<file path="src/rtl/display_pkg.sv">
// -----------------------------------------------------------------------------
// display_pkg
//   Shared types and constants for the seven-segment scan driver.
//   - scan_state_t : scan FSM states (IDLE, BLANK, DRIVE)
//   - snap_t       : frame snapshot of the processor's architectural outputs
//   - SEG_BLANK    : all segments off (active-low)
//   - AN_OFF       : all anodes off (active-low)
//   - HEX_SEG      : 16-entry hex -> {g,f,e,d,c,b,a} active-low pattern table
// -----------------------------------------------------------------------------
package display_pkg;

   localparam int unsigned NIB_W = 4;

   localparam logic [6:0] SEG_BLANK = 7'h7F;
   localparam logic [3:0] AN_OFF    = 4'hF;

   typedef enum logic [1:0] {
      IDLE  = 2'd0,
      BLANK = 2'd1,
      DRIVE = 2'd2
   } scan_state_t;

   typedef struct packed {
      logic [NIB_W-1:0] out0;
      logic [NIB_W-1:0] out1;
      logic [NIB_W-1:0] out2;
      logic [NIB_W-1:0] accu;
      logic             c;
      logic             z;
   } snap_t;

   // Entry 15 first so that HEX_SEG[v] yields the pattern for value v.
   localparam logic [15:0][6:0] HEX_SEG = {
      7'h0E, 7'h06, 7'h21, 7'h46,   // F E d C
      7'h03, 7'h08, 7'h10, 7'h00,   // b A 9 8
      7'h78, 7'h02, 7'h12, 7'h19,   // 7 6 5 4
      7'h30, 7'h24, 7'h79, 7'h40    // 3 2 1 0
   };

   // Active-low one-hot anode pattern for the given digit index.
   function automatic logic [3:0] an_for_digit(input logic [1:0] digit);
      return ~(4'b0001 << digit);
   endfunction

endpackage

</file>
<file path="src/rtl/hex_to_seg7.sv">
// -----------------------------------------------------------------------------
// hex_to_seg7
//   Combinational hex-digit to seven-segment decoder, active-low outputs.
//   Ports:
//     i_nib  [N-1:0] : nibble to display
//     o_seg  [6:0]   : segment pattern {g,f,e,d,c,b,a}, low = segment lit
// -----------------------------------------------------------------------------
module hex_to_seg7
   import display_pkg::*;
#(
   parameter int unsigned N = 4
) (
   input  logic [N-1:0] i_nib,
   output logic [6:0]   o_seg
);

   always_comb begin
      o_seg = HEX_SEG[i_nib];
   end

endmodule

</file>
<file path="src/rtl/nibble_display_scan.sv">
// -----------------------------------------------------------------------------
// nibble_display_scan
//   Four-digit multiplexed common-anode seven-segment driver for the
//   processor's Out0/Out1/Out2/Accu ports and C/Z flags. Inputs are captured
//   once per frame into a snapshot so a digit never changes mid-scan; each
//   digit slot begins with BLANK_CYC dark cycles to suppress ghosting.
//   Ports:
//     clk              : clock, all state on rising edge
//     reset            : asynchronous active-low reset
//     en               : scan enable; low = dark outputs, all state held
//     Out0/Out1/Out2   : [N-1:0] shown on digits 0, 1, 2
//     Accu             : [N-1:0] shown on digit 3
//     C, Z             : flags; C lights dp on digit 3, Z lights dp on digit 2
//     seg [6:0]        : segments {g,f,e,d,c,b,a}, active-low, registered
//     dp               : decimal point, active-low, registered
//     an  [3:0]        : digit anodes, active-low, registered
// -----------------------------------------------------------------------------
module nibble_display_scan
   import display_pkg::*;
#(
   parameter int unsigned N         = 4,
   parameter int unsigned DIV       = 50000,
   parameter int unsigned BLANK_CYC = 500
) (
   input  logic         clk,
   input  logic         reset,
   input  logic         en,
   input  logic [N-1:0] Out0,
   input  logic [N-1:0] Out1,
   input  logic [N-1:0] Out2,
   input  logic [N-1:0] Accu,
   input  logic         C,
   input  logic         Z,
   output logic [6:0]   seg,
   output logic         dp,
   output logic [3:0]   an
);

   localparam int unsigned CW      = $clog2(DIV);
   localparam logic [CW-1:0] CNT_MAX = CW'(DIV - 1);

   // Without a blanking interval the first slot starts lit straight from IDLE.
   localparam scan_state_t FIRST_STATE = (BLANK_CYC == 0) ? DRIVE : BLANK;

   scan_state_t   r_state;
   scan_state_t   w_state_nxt;
   logic [CW-1:0] r_cnt;
   logic [CW-1:0] w_cnt_nxt;
   logic [CW-1:0] w_cnt_inc;
   logic          w_cnt_wrap;
   logic          w_inc_blank;
   logic [1:0]    r_digit;
   logic [1:0]    w_digit_nxt;
   snap_t         r_snap;
   snap_t         w_snap_in;
   logic          w_snap_ld;
   logic [N-1:0]  w_nib;
   logic [6:0]    w_seg_dec;
   logic [3:0]    w_an_nxt;
   logic [6:0]    w_seg_nxt;
   logic          w_dp_nxt;
   logic [3:0]    r_an;
   logic [6:0]    r_seg;
   logic          r_dp;

   // Prescaler step and whether the stepped count lands in the blank window.
   assign w_cnt_wrap = (r_cnt == CNT_MAX);
   assign w_cnt_inc  = w_cnt_wrap ? '0 : r_cnt + 1'b1;

   generate
      if (BLANK_CYC == 0) begin : g_no_blank
         assign w_inc_blank = 1'b0;
      end else begin : g_blank
         localparam logic [CW-1:0] BLANK_LIM = CW'(BLANK_CYC);
         assign w_inc_blank = (w_cnt_inc < BLANK_LIM);
      end
   endgenerate

   always_comb begin
      w_snap_in      = '0;
      w_snap_in.out0 = Out0;
      w_snap_in.out1 = Out1;
      w_snap_in.out2 = Out2;
      w_snap_in.accu = Accu;
      w_snap_in.c    = C;
      w_snap_in.z    = Z;
   end

   // ---------------------------------------------------------------------------
   // Scan FSM: next state, prescaler, digit index and snapshot load strobe.
   // Everything holds while en is low.
   // ---------------------------------------------------------------------------
   always_comb begin
      w_state_nxt = r_state;
      w_cnt_nxt   = r_cnt;
      w_digit_nxt = r_digit;
      w_snap_ld   = 1'b0;
      if (en) begin
         case (r_state)
            IDLE: begin
               w_snap_ld   = 1'b1;
               w_cnt_nxt   = '0;
               w_digit_nxt = '0;
               w_state_nxt = FIRST_STATE;
            end
            BLANK, DRIVE: begin
               w_cnt_nxt = w_cnt_inc;
               if (w_cnt_wrap) begin
                  w_digit_nxt = r_digit + 2'd1;
                  // Frame wrap: capture inputs for the next four slots.
                  w_snap_ld   = (r_digit == 2'd3);
               end
               w_state_nxt = w_inc_blank ? BLANK : DRIVE;
            end
            default: begin
               w_state_nxt = IDLE;
            end
         endcase
      end
   end

   always_ff @(posedge clk or negedge reset) begin
      if (!reset) begin
         r_state <= IDLE;
      end else begin
         r_state <= w_state_nxt;
      end
   end

   always_ff @(posedge clk or negedge reset) begin
      if (!reset) begin
         r_cnt   <= '0;
         r_digit <= '0;
         r_snap  <= '0;
      end else begin
         r_cnt   <= w_cnt_nxt;
         r_digit <= w_digit_nxt;
         if (w_snap_ld) begin
            r_snap <= w_snap_in;
         end
      end
   end

   // ---------------------------------------------------------------------------
   // Digit mux feeding a single decoder.
   // ---------------------------------------------------------------------------
   always_comb begin
      case (r_digit)
         2'd0:    w_nib = r_snap.out0;
         2'd1:    w_nib = r_snap.out1;
         2'd2:    w_nib = r_snap.out2;
         default: w_nib = r_snap.accu;
      endcase
   end

   hex_to_seg7 #(
      .N (N)
   ) u_dec (
      .i_nib (w_nib),
      .o_seg (w_seg_dec)
   );

   // ---------------------------------------------------------------------------
   // Output register inputs: lit only while driving and enabled.
   // ---------------------------------------------------------------------------
   always_comb begin
      w_an_nxt  = AN_OFF;
      w_seg_nxt = SEG_BLANK;
      w_dp_nxt  = 1'b1;
      if (en && (r_state == DRIVE)) begin
         w_an_nxt  = an_for_digit(r_digit);
         w_seg_nxt = w_seg_dec;
         w_dp_nxt  = ~(((r_digit == 2'd3) && r_snap.c) ||
                       ((r_digit == 2'd2) && r_snap.z));
      end
   end

   always_ff @(posedge clk or negedge reset) begin
      if (!reset) begin
         r_an  <= AN_OFF;
         r_seg <= SEG_BLANK;
         r_dp  <= 1'b1;
      end else begin
         r_an  <= w_an_nxt;
         r_seg <= w_seg_nxt;
         r_dp  <= w_dp_nxt;
      end
   end

   assign an  = r_an;
   assign seg = r_seg;
   assign dp  = r_dp;

endmodule

</file>
<file path="config.mk">
export PLATFORM = sky130hd
export DESIGN_NAME = nibble_display_scan
export DESIGN_NICKNAME = d
export VERILOG_FILES = /design/src/rtl/display_pkg.sv /design/src/rtl/hex_to_seg7.sv /design/src/rtl/nibble_display_scan.sv
export SDC_FILE = /design/constraint.sdc
export NUM_CORES = 1
export LEC_CHECK = 0
export CAP_MARGIN = 20
export CORE_ASPECT_RATIO = 1.1
export CORE_MARGIN = 2
export CORE_UTILIZATION = 55
export CTS_CLUSTER_SIZE = 30
export DETAILED_ROUTE_END_ITERATION = 12
export PLACE_DENSITY_LB_ADDON = 0.12
export SLEW_MARGIN = 25
export SYNTH_ARGS = -nofsm -noshare
export SYNTH_HDL_FRONTEND = slang
export SYNTH_SLANG_ARGS = --single-unit
</file>
<file path="constraint.sdc">
create_clock -name clk -period 3.17 [get_ports clk]
set_input_delay 0.317 -clock clk [delete_from_list [all_inputs] [get_ports clk]]
set_output_delay 0.317 -clock clk [all_outputs]
set_load 0.1 [all_outputs]
</file>
# Word level (Yosys, flattened, before mapping)
# Memories as Yosys holds them, arrays and structs flattened.
# Cells that the tools add are included.
dict set report totals {
  register_bits 50
  romBits 112
  out_inout_bits 12
  wordCells 51
  mem_count 1
}
dict set report classes {
  addsub 2
  n_lt_le_gt_ge 2
  n_eq_ne 7
  shift 1
  n_mux 14
  bitwise 2
  reduce_logical 10
}
# name words word_bits rd rd_clocked_by_memory_dff write_ports line
set memory_table {}
lappend memory_table {{(name not given)} 16 7 1 0 0 hex_to_seg7.sv:18} ;# o_seg = HEX_SEG[i_nib];
# operator n
set op_table {}
lappend op_table {{case mux 16 bit (2 select lines)} 1}
lappend op_table {{adder 16 x 1 -> 16 bit, second input constant} 1}
lappend op_table {{== test 16 bit, second input constant} 1}
lappend op_table {{less-than comparator 16 x 9 -> 1 bit, second input constant} 1}
lappend op_table {{2-to-1 mux 16 bit} 1}
lappend op_table {{2-to-1 mux 7 bit} 2}
lappend op_table {{case mux 4 bit (3 select lines)} 1}
lappend op_table {{case mux 2 bit (2 select lines)} 2}
lappend op_table {{== test 2 bit, second input constant} 3}
lappend op_table {{less-than comparator 4 x 5 -> 1 bit, second input constant} 1}
lappend op_table {{== test 2 x 1 -> 1 bit, second input constant} 2}
lappend op_table {{zero test 2 bit} 2}
lappend op_table {{2-to-1 mux 2 bit} 2}
lappend op_table {{2-to-1 mux 4 bit} 1}
lappend op_table {{inverter 4 bit} 1}
lappend op_table {{<< shifter 1 x 2 -> 4 bit, first input constant} 1}
lappend op_table {{logical AND 1 bit} 3}
lappend op_table {{2-to-1 mux 1 bit} 3}
lappend op_table {{AND reduction 3 bit} 1}
lappend op_table {{adder 2 x 1 -> 2 bit, second input constant} 1}
lappend op_table {{inequality test 2 bit, second input constant} 1}
lappend op_table {{case mux 1 bit (2 select lines)} 1}
lappend op_table {{AND reduction 2 bit} 1}
lappend op_table {{nonzero test 2 bit} 1}
lappend op_table {{other kinds (3)} 3}

# Depth between registers and ports, before layout
# Gate-level depths: netlist of run 1.
dict set report logic_depth {
  word_depth 5
  mapped_depth 9
  depth_no_buf 9
}

# Modules after synthesis
# A second synthesis of run 1 with hierarchy kept.
dict set report unflattened {
  cells_unflattened 286
  hier_area_um2 2922.8
}
# mod n_inst cells_per_inst area_each_um2 seq_area_each_um2
set by_module_without_submodules {}
lappend by_module_without_submodules {nibble_display_scan 1 251 2656.3 1266.2}
lappend by_module_without_submodules {hex_to_seg7 1 35 266.5 0.0}

# Least setup slack after synthesis of run 1
# No wires, ideal clock.
dict set report synth_path {
  path_type {register -> register}
  startpoint {register r_cnt[11]}
  endpoint {register r_snap[10] (netlist name)}
  setup_ns 0.125
  arrival_time_ns 2.214
  required_ns 3.045
  path_slack_ns 0.831
  stages_incl_launch_ff 8
  period_less_slack_ns 2.339
  cell_sequence {dfrtp_1 -> buf_6 -> or4b_4 -> nor4_4 -> a31oi_4 -> nor2_8 -> buf_12 -> mux2_4}
}
dict set report synth_between {
  elab_chain_len 4
}
# element line
set synth_rtl {}
lappend synth_rtl {{from (decl)} nibble_display_scan.sv:47} ;# logic [CW-1:0] r_cnt;
lappend synth_rtl {{from (signal assigned)} nibble_display_scan.sv:136} ;# r_cnt <= w_cnt_nxt;
lappend synth_rtl {{== test 16 bit} nibble_display_scan.sv:67} ;# assign w_cnt_wrap = (r_cnt == CNT_MAX);
lappend synth_rtl {{2-to-1 mux 1 bit} nibble_display_scan.sv:108} ;# if (w_cnt_wrap) begin
lappend synth_rtl {{case mux 1 bit (2 select lines)} nibble_display_scan.sv:99} ;# case (r_state)
lappend synth_rtl {{2-to-1 mux 1 bit} nibble_display_scan.sv:98} ;# if (en) begin
lappend synth_rtl {{to (signal assigned)} nibble_display_scan.sv:139} ;# r_snap <= w_snap_in;
lappend synth_rtl {{to (decl)} nibble_display_scan.sv:54} ;# snap_t r_snap;
# Every way passes these cells.
# A chain may end at the register's enable or synchronous reset.

# Worst setup path after layout of run 1
dict set report layout_path {
  startpoint {register r_cnt[0]}
  endpoint {register r_snap[13] (netlist name)}
}
# Same word-level chain as after synthesis.

==> metrics.csv, run 1 <==
metric,value,unit
die height,80.9,um
crit-path max FO,18,
Starting Density,55.9,%
Lkg Pwr,1.42,nW
"Slew Viols, Final",0,
IO Count,33,
die width,73.9,um
CTS tree,yes,
synthesized area,0.00296,mm2
Slew headroom,35.8,%
Ys Warns,0,
CTS Hold Bufs,0,
antenna violations before repair,0,
Max Fclk,0.385,GHz
Yosys top cell area share,32.2,%
ranking of synthesized cells by area,"dfrtp_1 (32%), dfstp_2 (11%), ha_1 (6.4%)",
DP Area,0.00327,mm2
fraction of layout cells with a size suffix above 1,20.6,%
antenna cells,0,
root buffer cell,clkbuf_8,
first-pass iteration count of the detailed router,4,
Core ar.,0.00529,mm2
max-cap violations,0,
TritonCTS Buffers,5,
Synth cell types,51,
status,"finished, final reports clean",
final cell count without fillers,376,
design area,0.00337,mm2
synthesized net count,312,
"EDFF count, synth",0,
CTS resizes,0,
placer's final routability congestion estimate,0.858,
WL final,5730,um
crit path kind,flip-flop to flip-flop,
syn_area_per_cell,10.7,um2
Worst-path clk slew,0.10,ns
vias per cell,5.63,
register area share after synthesis,42.8,%
vias in the first global route,2109,
DRC viols,0,
worst skew pair latency,0.30,ns
DIE AREA,0.00598,mm2
gr ovfl total,0,
Final min period,2.60,ns
worst slew pin tran,0.936,ns
Worst path max stage delay,0.55,ns
first-pass GRT wire length,10100,um
worst slack at placement,0.596,ns
Setup Viol. Count Final,0,
CP Cell Sequence,ha_1 > nand4b_1 > nor4_4 > a31oi_4 > nor2_8 > mux2_2,
pwr dens,743,mW/mm2
IO buf count,32,
Synth Instances,276,
Rows,28,
Yosys top cell by area,dfrtp_1,
Hold Crit Class,input pin to async pin,
area grow syn2layout,13.9,%
Final Util,63.6,%
largest net degree at the start of global routing,51,
WHS,0.00768,ns
Critical-path top delay cell,nor4_4,
VDD IR max,0.000316,V
clock tree buffer depth,2,
Critical Path Source Type,flip-flop,
routed len/inst,15.2,um
Final Hold Vio Count,0,
Post-CTS Setup Bufs,0,
Tcrit/Tclk final,81.9,%
Yosys reg bits,50,
most frequent cells after synthesis,"dfrtp_1 (38), nand2_1 (28), o21ai_0 (23)",
CTS sink cnt,50,
via count,2116,
Critical Path AT,2.79,ns
post-layout net count,336,
DR iter-0 viols,104,
share of flip-flops with an asynchronous set or reset,100,%
Antenna Nets Post-Route,0,
most common cell in the netlist,dfrtp_1,
Final HPWL DP,4080,um
worst path required time,3.36,ns
GRT Overall Usage,21.8,%
Tot Pwr,2.50,mW
clk_skew,0.00825,ns
Crit. End Element,flip-flop,
Synth Flop Type,dfrtp_1,
Setup TNS Final,0,ns
placed cells,368,
RSZ-0062 raised after global routing,false,
final worst slack,0.573,ns
H-tree depth,2,
## where the power goes
part	internal, mW	total [mW]	switching, mW
Clock	0.158	0.381	0.223
Combinational	0.514	1.18	0.671
Sequential	0.821	0.938	0.117
Total	1.49	2.50	1.01
## registers in the layout, summed over array words and instances (netlist names)
register / cells
an: 4
dp: 1
r_cnt: 16
r_digit: 2
r_snap: 18
r_state: 2
seg: 7
## layer usage
metal / track usage (%) / vias up / routed length (um) / part of all wire, %
met1: 26.5 / 1029 / 2490 / 43
met5: 0 / - / 0 / 0
li1: - / 1055 / - / -
met4: 7.09 / 0 / 72 / 1.3
met3: 3.10 / 5 / 125 / 2.2
met2: 39.1 / 27 / 3040 / 53
## cell type report
type	count	area (um2)
repair buffers	33	313
flip-flops and latches	50	1270
clock inverters	3	23.8
inverters	14	52.6
multi-input cells	196	1550
clock buffers	5	68.8
well taps	75	93.8
fillers	434	1920
## layout by cell type, fill, tap and decap left out, types with 4 or more instances in the layout
master	n
dfrtp_1	38
nand2_1	28
clkdlybuf4s50_1	26
o21ai_0	23
ha_1	15
inv_1	14
mux2_2	13
mux2i_1	13
dfstp_2	12
mux2_4	10
nor2_1	9
nand3_1	8
buf_4	7
o211ai_1	6
nand4_1	5
a22o_1	5
clkbuf_8	5
a222oi_1	4
nand2b_1	4
nor3_1	4
## final timing paths
check,depth (start not counted),from,slack [ns],endpoint
worst max-delay path,6,r_cnt[0],0.57,r_snap[13]
max in group asynchronous,1,reset,2.74,r_cnt[14]
worst min register to register,1,r_snap[0],0.47,dp
worst max register to register,6,r_cnt[0],0.57,r_snap[13]
worst min-delay path,1,reset,0.008,r_snap[11]
min in group clk,1,r_snap[0],0.47,dp
## cell families after synthesis
logic type      Yosys count  synth area share [%]
buf+inv                  30                  4.74
flops                    50                  42.8
compound gates           59                  14.8
fa+ha+maj                15                  6.35
mux                      36                  14.4
simple gates             81                  15.3
xor+xnor                  5                  1.48
## critical path: cells and delay by family, from the launching register on
| kind | cells | cell delay, ns |
|---|---|---|
| AND/OR/NAND/NOR | 3 | 1.17 |
| adder cells (fa/ha/maj) | 1 | 0.34 |
| multiplexers | 1 | 0.38 |
| flip-flops | 1 | 0.43 |
| AO/OA/AOI/OAI | 1 | 0.17 |
No activity file was read; power rests on OpenSTA's default activity.
==> run 2: changes to the inputs <==
Clock period 3.17 ns to 2.58 ns, I/O delays scaled along.
==> run 2 against run 1 <==
  * Die area stayed put
  * Routed wire length is 5.9% higher
  * Clock-buffer cell count stayed put
  * Via count increased by 3.2%
  * Sequential cell count did not move
  * Worst hold slack improved by 0.051 ns
  * Utilization is 1.7 points higher
  * Largest power group unchanged
  * Highest routed layer unchanged
==> metrics.csv, run 2 (same netlist as run 1, synthesis figures left out) <==
metric,value,unit,change
status,"finished, final reports clean",,unchanged
placer's final routability congestion estimate,0.820,,was 0.858
Internal,1.97,mW,was 1.49 mW
die height,80.9,um,unchanged
clock power share,17.5,%,was 15.2%
CTS Hold Bufs,0,,unchanged
DP Area,0.00334,mm2,was 0.00327 mm2
Worst-path clk slew,0.10,ns,about the same
Critical Path AT,2.60,ns,was 2.79 ns
worst skew pair latency,0.31,ns,was 0.30 ns
Core ar.,0.00529,mm2,unchanged
Antenna Nets Post-Route,0,,unchanged
fraction of layout cells with a size suffix above 1,25.9,%,was 20.6%
Hold Crit Class,input pin to async pin,,unchanged
DIE AREA,0.00598,mm2,unchanged
DR iter-0 viols,108,,was 104
Critical Path Source Type,flip-flop,,unchanged
IO Count,33,,unchanged
Tcrit/Tclk final,93.1,%,was 81.9%
Rows,28,,unchanged
sw frac,39.2,%,was 40.4%
Setup TNS Final,0,ns,unchanged
RR Endpoint,r_snap[9],,was r_snap[13]
fill cell count,423,,was 434
clock tree buffer depth,2,,unchanged
final cell count without fillers,388,,was 376
DRC viols,0,,unchanged
"commonest cells after routing, fill and taps aside","dfrtp_1 (38), nand2_1 (28), buf_4 (25), o21ai_0 (23), clkdlybuf4s50_1 (19)",,"was dfrtp_1 (38), nand2_1 (28), clkdlybuf4s50_1 (26), o21ai_0 (23), ha_1 (15)"
Top reg by flops,r_snap,,unchanged
Sw Pwr,1.27,mW,was 1.01 mW
VDD IR max,0.000407,V,was 0.000316 V
antenna cells,0,,unchanged
Final Hold Vio Count,0,,unchanged
die width,73.9,um,unchanged
Logic pwr share,47.0,%,was 47.3%
first-pass iteration count of the detailed router,4,,unchanged
R2R depth,6,,unchanged
via count,2183,,"was 2,116"
"commonest non-fill, non-tap cell in the layout",dfrtp_1,,unchanged
routed len/inst,15.6,um,was 15.2 um
worst path required time,2.78,ns,was 3.36 ns
area grow syn2layout,17.0,%,was 13.9%
"Slew Viols, Final",0,,unchanged
Critical Path End,r_snap[9],,was r_snap[13]
Crit. End Element,flip-flop,,unchanged
gr ovfl total,0,,unchanged
max-cap violations,0,,unchanged
Lkg Pwr,1.49,nW,was 1.42 nW
Final HPWL DP,4310,um,was 4080 um
WL final,6060,um,was 5730 um
vias in the first global route,2111,,"was 2,109"
clk_skew,0.0103,ns,was 0.00825 ns
Slew headroom,41.2,%,was 35.8%
pwr dens,939,mW/mm2,was 743 mW/mm2
IO buf count,32,,unchanged
Reg power frac,35.5,%,was 37.5%
placed cells,380,,was 368
design area,0.00346,mm2,was 0.00337 mm2
TritonCTS Buffers,5,,unchanged
max reg flops,18,,unchanged
first-pass GRT wire length,10200,um,"was 10,100 um"
crit-path max FO,18,,unchanged
R2R Setup Slk,0.18,ns,was 0.57 ns
crit path kind,flip-flop to flip-flop,,unchanged
root buffer cell,clkbuf_8,,unchanged
GRT Overall Usage,22.5,%,was 21.8%
worst r2r src,r_cnt[0],,unchanged
Max Fclk,0.416,GHz,was 0.385 GHz
CTS tree,yes,,unchanged
RSZ-0062 raised after global routing,false,,unchanged
antenna violations before repair,0,,unchanged
H-tree depth,2,,unchanged
Final min period,2.40,ns,was 2.60 ns
CTS sink cnt,50,,unchanged
Post-CTS Setup Bufs,0,,unchanged
Setup Viol. Count Final,0,,unchanged
Worst Setup SP,r_cnt[0],,unchanged
largest net degree at the start of global routing,40,,was 51
vias per cell,5.63,,about the same
Starting Density,55.9,%,unchanged
post-layout net count,348,,was 336
CTS resizes,0,,unchanged
worst slew pin tran,0.882,ns,was 0.936 ns
run 2: cell types whose count changed in the layout (fill, tap and decap cells not counted), sizes merged:
cell | before | now
clkinvlp | 2 | 0
clkinv | 0 | 1
bufinv | 0 | 1
clkdlybuf4s50 | 26 | 19
buf | 7 | 26
run 2: layer usage:
layer	wire, um	GRT usage, %	up-vias	part of all wire [%]
li1	-	-	1076	-
met1	2610	26.7	1044	43
met2	3140	40.3	52	52
met3	176	3.10	11	2.9
met4	135	9.45	0	2.2
met5	0	0	-	0
run 2: critical path, stage by stage, from the launching register on:
cell and delay (ns):
dfrtp_1 0.42, ha_1 0.33, nand4b_1 0.28, nor4_4 0.40, a31oi_4 0.15, nor2_8 0.32, mux2_2 0.38
run 2: final cells by class:
cell class,count,area [um2],area share [%]
tap,75,93.8,2.71
clock buffer,5,68.8,1.99
sequential,50,1270,36.6
inverter,14,52.6,1.52
multi-input combinational,196,1550,44.8
timing repair buffer,45,383,11.1
clock inverter,3,43.8,1.27
run 2: worst min-delay path by stage:
stage	slack [ns]	startpoint	to
final	0.06	reset	r_snap[8]
after global placement	0.43	reset	r_snap[11]
after CTS	0.08	reset	r_snap[14]
after detailed placement	0.42	reset	r_snap[8]
after floorplan	-0.04	reset	r_cnt[0]
after global routing	0.13	reset	r_snap[4]
run 2: power groups by stage:
stage	sequential, mW	combinational (mW)	clock (mW)
floorplan	1.26	1.07	0
global placement	1.16	1.49	0
detailed placement	1.16	1.52	0
CTS	1.15	1.53	0.579
global route	1.19	1.68	0.609
finish	1.15	1.53	0.569
run 2: through the flow:
step	setup slack, ns	hold slack, ns	utilization (%)	total power, mW
2_1_floorplan	0.241	-0.0376	-	2.34
5_1_grt	0.0109	0.133	65.4	3.47
6_report	0.178	0.0587	65.4	3.25
3_3_place_gp	0.216	0.428	63.2	2.65
3_5_place_dp	0.183	0.425	63.2	2.69
4_1_cts	0.163	0.0814	65.4	3.26
